===== config.mk =====
export PLATFORM = sky130hd
export DESIGN_NAME = seq_mult
export DESIGN_NICKNAME = d
export VERILOG_FILES = /design/src/rtl/seq_mult.sv
export SDC_FILE = /design/constraint.sdc
export NUM_CORES = 1
export LEC_CHECK = 0
export CORE_MARGIN = 2
export CORE_UTILIZATION = 55
export DETAILED_ROUTE_END_ITERATION = 6
export PLACE_DENSITY = 0.84
export SYNTH_ARGS = -nofsm -noshare
export SYNTH_HDL_FRONTEND = slang
export SYNTH_SLANG_ARGS = --single-unit
export TNS_END_PERCENT = 5

===== constraint.sdc =====
create_clock -name clk -period 3.6 [get_ports clk]
set_input_delay 0.36 -clock clk [delete_from_list [all_inputs] [get_ports clk]]
set_output_delay 0.36 -clock clk [all_outputs]
set_load 0.005 [all_outputs]

===== src/rtl/seq_mult.sv =====
// seq_mult: multi-cycle shift-add multiplier with a start/busy/done handshake.
//   Produces a 2*WIDTH-bit product over WIDTH clock cycles.
//   Optional macro MULT_SIGNED_EN compiles in two's-complement support
//   (operand magnitude before the loop, result negation at completion).
//   Without the macro every operand is unsigned and signed_mode is ignored.
// Ports:
//   clk          in   rising-edge clock
//   reset        in   synchronous active-high reset
//   start        in   request a multiply (sampled in IDLE or DONE)
//   a, b         in   WIDTH-bit multiplicand / multiplier
//   signed_mode  in   1 = two's-complement operands (MULT_SIGNED_EN only)
//   busy         out  high while the shift-add loop runs
//   done         out  one-cycle pulse when prod holds a new result
//   prod         out  2*WIDTH-bit result, held until the next completion
module seq_mult #(
    parameter int unsigned WIDTH = 16
) (
    input  logic               clk,
    input  logic               reset,
    input  logic               start,
    input  logic [WIDTH-1:0]   a,
    input  logic [WIDTH-1:0]   b,
    input  logic               signed_mode,
    output logic               busy,
    output logic               done,
    output logic [2*WIDTH-1:0] prod
);

    localparam int unsigned PW    = 2 * WIDTH;
    localparam int unsigned CNT_W = $clog2(WIDTH);

    typedef enum logic [1:0] {
        S_IDLE = 2'd0,
        S_CALC = 2'd1,
        S_DONE = 2'd2
    } state_e;

    state_e             state_q, state_d;
    logic [PW-1:0]      mcand_q, mcand_d;
    logic [WIDTH-1:0]   mplier_q, mplier_d;
    logic [PW-1:0]      acc_q, acc_d;
    logic [CNT_W-1:0]   cnt_q, cnt_d;
    logic [PW-1:0]      prod_q, prod_d;
    logic               busy_q, busy_d;
    logic               done_q, done_d;

    // Operand magnitudes loaded into the shift registers on acceptance.
    logic [WIDTH-1:0]   mag_a, mag_b;
    // Accumulator plus this cycle's partial product.
    logic [PW-1:0]      sum;
    logic [PW-1:0]      final_val;

`ifdef MULT_SIGNED_EN
    logic               neg_q, neg_d;
    logic               neg_in;

    // |x| of the most negative value is 2^(WIDTH-1), which still fits unsigned.
    always_comb begin
        mag_a  = (signed_mode && a[WIDTH-1]) ? WIDTH'(-a) : a;
        mag_b  = (signed_mode && b[WIDTH-1]) ? WIDTH'(-b) : b;
        neg_in = signed_mode && (a[WIDTH-1] ^ b[WIDTH-1]);
    end
`else
    logic               unused_signed_mode;

    assign unused_signed_mode = signed_mode;

    always_comb begin
        mag_a = a;
        mag_b = b;
    end
`endif

    // Partial-product add and final result (sign applied in the signed build).
    always_comb begin
        sum = acc_q + (mplier_q[0] ? mcand_q : PW'(0));
`ifdef MULT_SIGNED_EN
        final_val = neg_q ? PW'(-sum) : sum;
`else
        final_val = sum;
`endif
    end

    // Next-state and datapath control.
    always_comb begin
        state_d  = state_q;
        mcand_d  = mcand_q;
        mplier_d = mplier_q;
        acc_d    = acc_q;
        cnt_d    = cnt_q;
        prod_d   = prod_q;
        busy_d   = 1'b0;
        done_d   = 1'b0;
`ifdef MULT_SIGNED_EN
        neg_d    = neg_q;
`endif

        case (state_q)
            S_IDLE, S_DONE: begin
                if (start) begin
                    state_d  = S_CALC;
                    mcand_d  = PW'(mag_a);
                    mplier_d = mag_b;
                    acc_d    = '0;
                    cnt_d    = '0;
                    busy_d   = 1'b1;
`ifdef MULT_SIGNED_EN
                    neg_d    = neg_in;
`endif
                end else begin
                    state_d = S_IDLE;
                end
            end
            S_CALC: begin
                if (cnt_q == CNT_W'(WIDTH - 1)) begin
                    // Last multiplier bit: commit the result.
                    prod_d  = final_val;
                    acc_d   = sum;
                    state_d = S_DONE;
                    done_d  = 1'b1;
                end else begin
                    acc_d    = sum;
                    mcand_d  = mcand_q << 1;
                    mplier_d = mplier_q >> 1;
                    cnt_d    = CNT_W'(cnt_q + 1'b1);
                    busy_d   = 1'b1;
                end
            end
            default: begin
                state_d = S_IDLE;
            end
        endcase
    end

    // State and datapath registers; reset discards any multiply in flight.
    always_ff @(posedge clk) begin
        if (reset) begin
            state_q  <= S_IDLE;
            mcand_q  <= '0;
            mplier_q <= '0;
            acc_q    <= '0;
            cnt_q    <= '0;
            prod_q   <= '0;
            busy_q   <= 1'b0;
            done_q   <= 1'b0;
`ifdef MULT_SIGNED_EN
            neg_q    <= 1'b0;
`endif
        end else begin
            state_q  <= state_d;
            mcand_q  <= mcand_d;
            mplier_q <= mplier_d;
            acc_q    <= acc_d;
            cnt_q    <= cnt_d;
            prod_q   <= prod_d;
            busy_q   <= busy_d;
            done_q   <= done_d;
`ifdef MULT_SIGNED_EN
            neg_q    <= neg_d;
`endif
        end
    end

    assign busy = busy_q;
    assign done = done_q;
    assign prod = prod_q;

endmodule

==> results by stage <==
Route:
- Dividing the detail-routed via count by the number of cells gives 5.88.
- The routed layout has ~6,000 vias.
- The post-route DRC violation count is 0.
- The total length of routed wires is about 16,000 µm.
- For this block, the initial DRC count from the detailed router was approximately 390.
- Before antenna repair, the detailed router went through 6 iterations.
- The detail route stage leaves a number of antenna-violating nets equal to 0.
- The final routed wire length divided by cell count is approximately 15 µm.

Clock tree:
- Once the clock tree was built, the setup fixing pass inserted 0 buffers.
- The number of gates resized after CTS was 0.
- The clock latency of the later-clocked register in the worst-skew pair is approximately 0.42 ns.
- In this run the deepest clock path goes through 2 buffers.
- The maximum level of the CTS H-tree is 4.
- The cell at the root of the clock tree is sky130_fd_sc_hd__clkbuf_16.
- The total clock sinks is 120.
- Counting the buffers created by CTS gives 17.
- Buffers inserted to repair hold after CTS numbered 0.
- The CTS tree is yes.
- Clock-pin slew was measured on the worst setup and hold paths at ~0.060 ns.

Floorplanning:
- The height of the die is about 110 µm.
- The die area is 12,800 µm².
- In this run the core area contains 39 standard-cell rows.
- For this configuration, the core starts out at a cell density of 0.570.
- In this run the standard cell core region covers 11,500 µm².
- In this run the count of I/O pins placed on the die edge is 70.
- The die width is between 100 and 150 µm.

Timing:
- In the finished design, the share of the clock period the worst path needs comes to 0.855.
- The post-route setup TNS is 0 ns.
- The max-slew violation count is 0.
- The setup violation total in the final timing report is 0.
- On the final layout, the worst clock skew is 0.00961 ns.
- The final period demand of the worst path is 3.08 ns.
- Setup repair after global routing left no endpoint under its margin.
- The slew at the pin closest to its max-slew limit is approximately 1.2 ns.
- The relative max-transition margin is 0.228.
- The final hold violation count is 0.
- The tightest hold path in the finished design has a slack of about 0.38 ns.
- The highest clock frequency the design can meet is roughly 320 MHz.

Cells and area:
- The number of fill cells is 947.
- The final-stage net count is between 900 and 1,000.
- The area growth from synthesis to final layout is 19.1%.
- The share of layout cells above drive strength 1 is 0.0723.
- The repair_antennas step left the layout with diodes totalling 0.

GRT:
- The global routing usage on met2 is 0.386.
- The first global-routing pass estimated approximately 27,000 µm of wire.
- The initial antenna violation count is 0.
- The global-route track usage on met1 is 0.361.
- The most congested layer reported by global routing is met2.
- After global routing the overflow that remains totals 0.
- The pin count of the biggest net entering global routing is ~70.
- For this run, the total global-route usage over all layers was measured as 0.256.
- The number of global-route vias before repair came to around 5,500.
- For this run, global-route usage on met3 was measured as 0.0595.

Place:
- At the end of routability-driven placement, the weighted congestion stood at about 1.0.
- The port buffer count is slightly below 70.
- The half-perimeter wire length after detailed placement is 10,400 µm.

Synthesis:
- The count of state elements after synthesis is 120.
- The cell with the most instances after synthesis is sky130_fd_sc_hd__nand2_1.
- The synthesized area is between 6000 and 7000 µm².
- The average instance in the mapped netlist occupies roughly 8.0 µm².
- The number of distinct standard cells referenced by the synthesized netlist is approximately 70.
- The commonest cells after synthesis are 157 x sky130_fd_sc_hd__nand2_1, 120 x sky130_fd_sc_hd__dfxtp_1, 84 x sky130_fd_sc_hd__nor2_1.
- Among all flip-flop cells after synthesis, the most frequent one is sky130_fd_sc_hd__dfxtp_1.
- The sequential element share of the synthesized area is 0.366.
- The proportion of netlist area held by the largest area contributor is 0.366.
- By area the synthesized netlist is led by sky130_fd_sc_hd__dfxtp_1 37%, sky130_fd_sc_hd__nand2_1 9.0%, sky130_fd_sc_hd__ha_1 6.1%.
- Counting flops with a built-in enable in the synthesized netlist gives 0.
- The synthesized instance count is 823.
- The number of nets in the synthesized netlist is ~890.
- The proportion of synthesized flip-flops having asynchronous set or reset is 0.
- Yosys printed 0 warnings.
- Summed over all instances, the cell type with the most area after synthesis is sky130_fd_sc_hd__dfxtp_1.

Setup path:
- The reg-to-reg setup timing slack is approximately 0.52 ns.
- For the worst setup path, the data required time is roughly 4 ns.
- The startpoint type of the worst setup path is a flop.
- The critical path is of the reg2reg type.
- STA classifies the critical path endpoint as a flop.
- The arrival time at the worst endpoint is 3.38 ns.
- Along the worst path, the maximum fanout reaches 33.

Pwr:
- The standby leakage power is ~3.2 nW.
- The worst ir drop on vdd is about 0.25 mV.
- Dividing total power by cell area gives a power density of roughly 440 nW/µm².

Run status:
- The flow ran to the end, and the final reports show no timing, DRC or antenna violations.

Flow run:
- The tool flagged a number of max-cap violations equal to 0.

Hold path:
- The min-delay analysis places its worst path in the category in2reg.
-- worst max-delay path: stages, from the launching register on --
cell and delay, ns:
sky130_fd_sc_hd__dfxtp_1 0.29, sky130_fd_sc_hd__buf_4 0.21, sky130_fd_sc_hd__and2_1 0.22, sky130_fd_sc_hd__ha_1 0.44
sky130_fd_sc_hd__and2_2 0.24, sky130_fd_sc_hd__and3_1 0.22, sky130_fd_sc_hd__nand3_1 0.13, sky130_fd_sc_hd__a211oi_1 0.47
sky130_fd_sc_hd__o211ai_1 0.26, sky130_fd_sc_hd__a21o_1 0.24, sky130_fd_sc_hd__a32o_1 0.24
-- power by group --
part,internal (mW),leakage (nW),switching [mW]
clock,1.14,0.295,0.623
combinational,0.108,1.90,0.177
sequential,1.37,0.975,0.0285
-- cell families (layout without fill, tap and decap cells) --
kind of cell | after synthesis | count (layout) | share of synthesized area
xor gates and xnor gates | 31 | 31 | 0.0413
muxes | 2 | 2 | 0.00305
AOI/OAI and AO/OA | 207 | 207 | 0.226
adders and majority gates | 33 | 33 | 0.0640
DFF | 120 | 120 | 0.366
and+or+nand+nor | 363 | 363 | 0.249
buffers and inverters | 67 | 115 | 0.0501
-- worst paths after layout --
kind / startpoint / endpoint / cells past startpoint
max: mplier_q[0] / acc_q[30] / 10
min: reset / state_q[0] / 2
max reg2reg: mplier_q[0] / acc_q[30] / 10
min reg2reg: prod[21] / prod[21] / 2
-- state kept, by name, indices dropped and copies added, names as in the netlist --
register / flops
acc_q: 32
mcand_q: 32
prod: 32
mplier_q: 16
cnt_q: 4
state_q: 2
busy: 1
done: 1
-- through the flow --
stage	util	cell area, µm²	total power [mW]	worst slack (ns)	std cells
global route	0.679	7820	3.57	0.237	1014
floorplan	-	6570	1.62	1.02	823
detailed placement	0.625	7200	1.71	0.595	982
global placement	0.625	7200	1.71	0.600	982
finish	0.679	7820	3.45	0.522	1014
CTS	0.679	7820	3.46	0.536	1014
-- placed cells by master (no fill, tap or decap), drive strengths merged, types with 4 or more instances in the layout --
cell type      instances
clkinv                 4
and2                  36
and3                   5
a22o                  14
o21a                   6
a21o                  19
dfxtp                120
a31oi                 12
xnor2                 18
ha                    32
o21ai                 14
nor2                  84
xor2                  13
clkbuf                21
nand4                  8
buf                   10
nor3                  14
clkdlybuf4s50         67
inv                    7
a211oi                 8
a21oi                 66
a22oi                 14
nand3                 34
nand3b                 4
nand2                158
a311oi                30
-- area by class of cell --
cell class | count | area (µm²) | share of cell area
Timing Repair Buffer | 77 | 758 | 0.0970
Multi-Input combinational cell | 636 | 3840 | 0.491
Clock inverter | 11 | 145 | 0.0186
Sequential cell | 120 | 2400 | 0.307
Inverter | 6 | 22.5 | 0.00288
Tap cell | 143 | 179 | 0.0229
Clock buffer | 21 | 470 | 0.0602
-- per-layer routing --
| layer | routed length, µm | vias up |
|---|---|---|
| met5 | 0 | - |
| met4 | 278 | 0 |
| met3 | 1010 | 27 |
| li1 | - | 2986 |
| met2 | 6890 | 204 |
| met1 | 7330 | 2746 |
(Power assumes the default switching activity.)
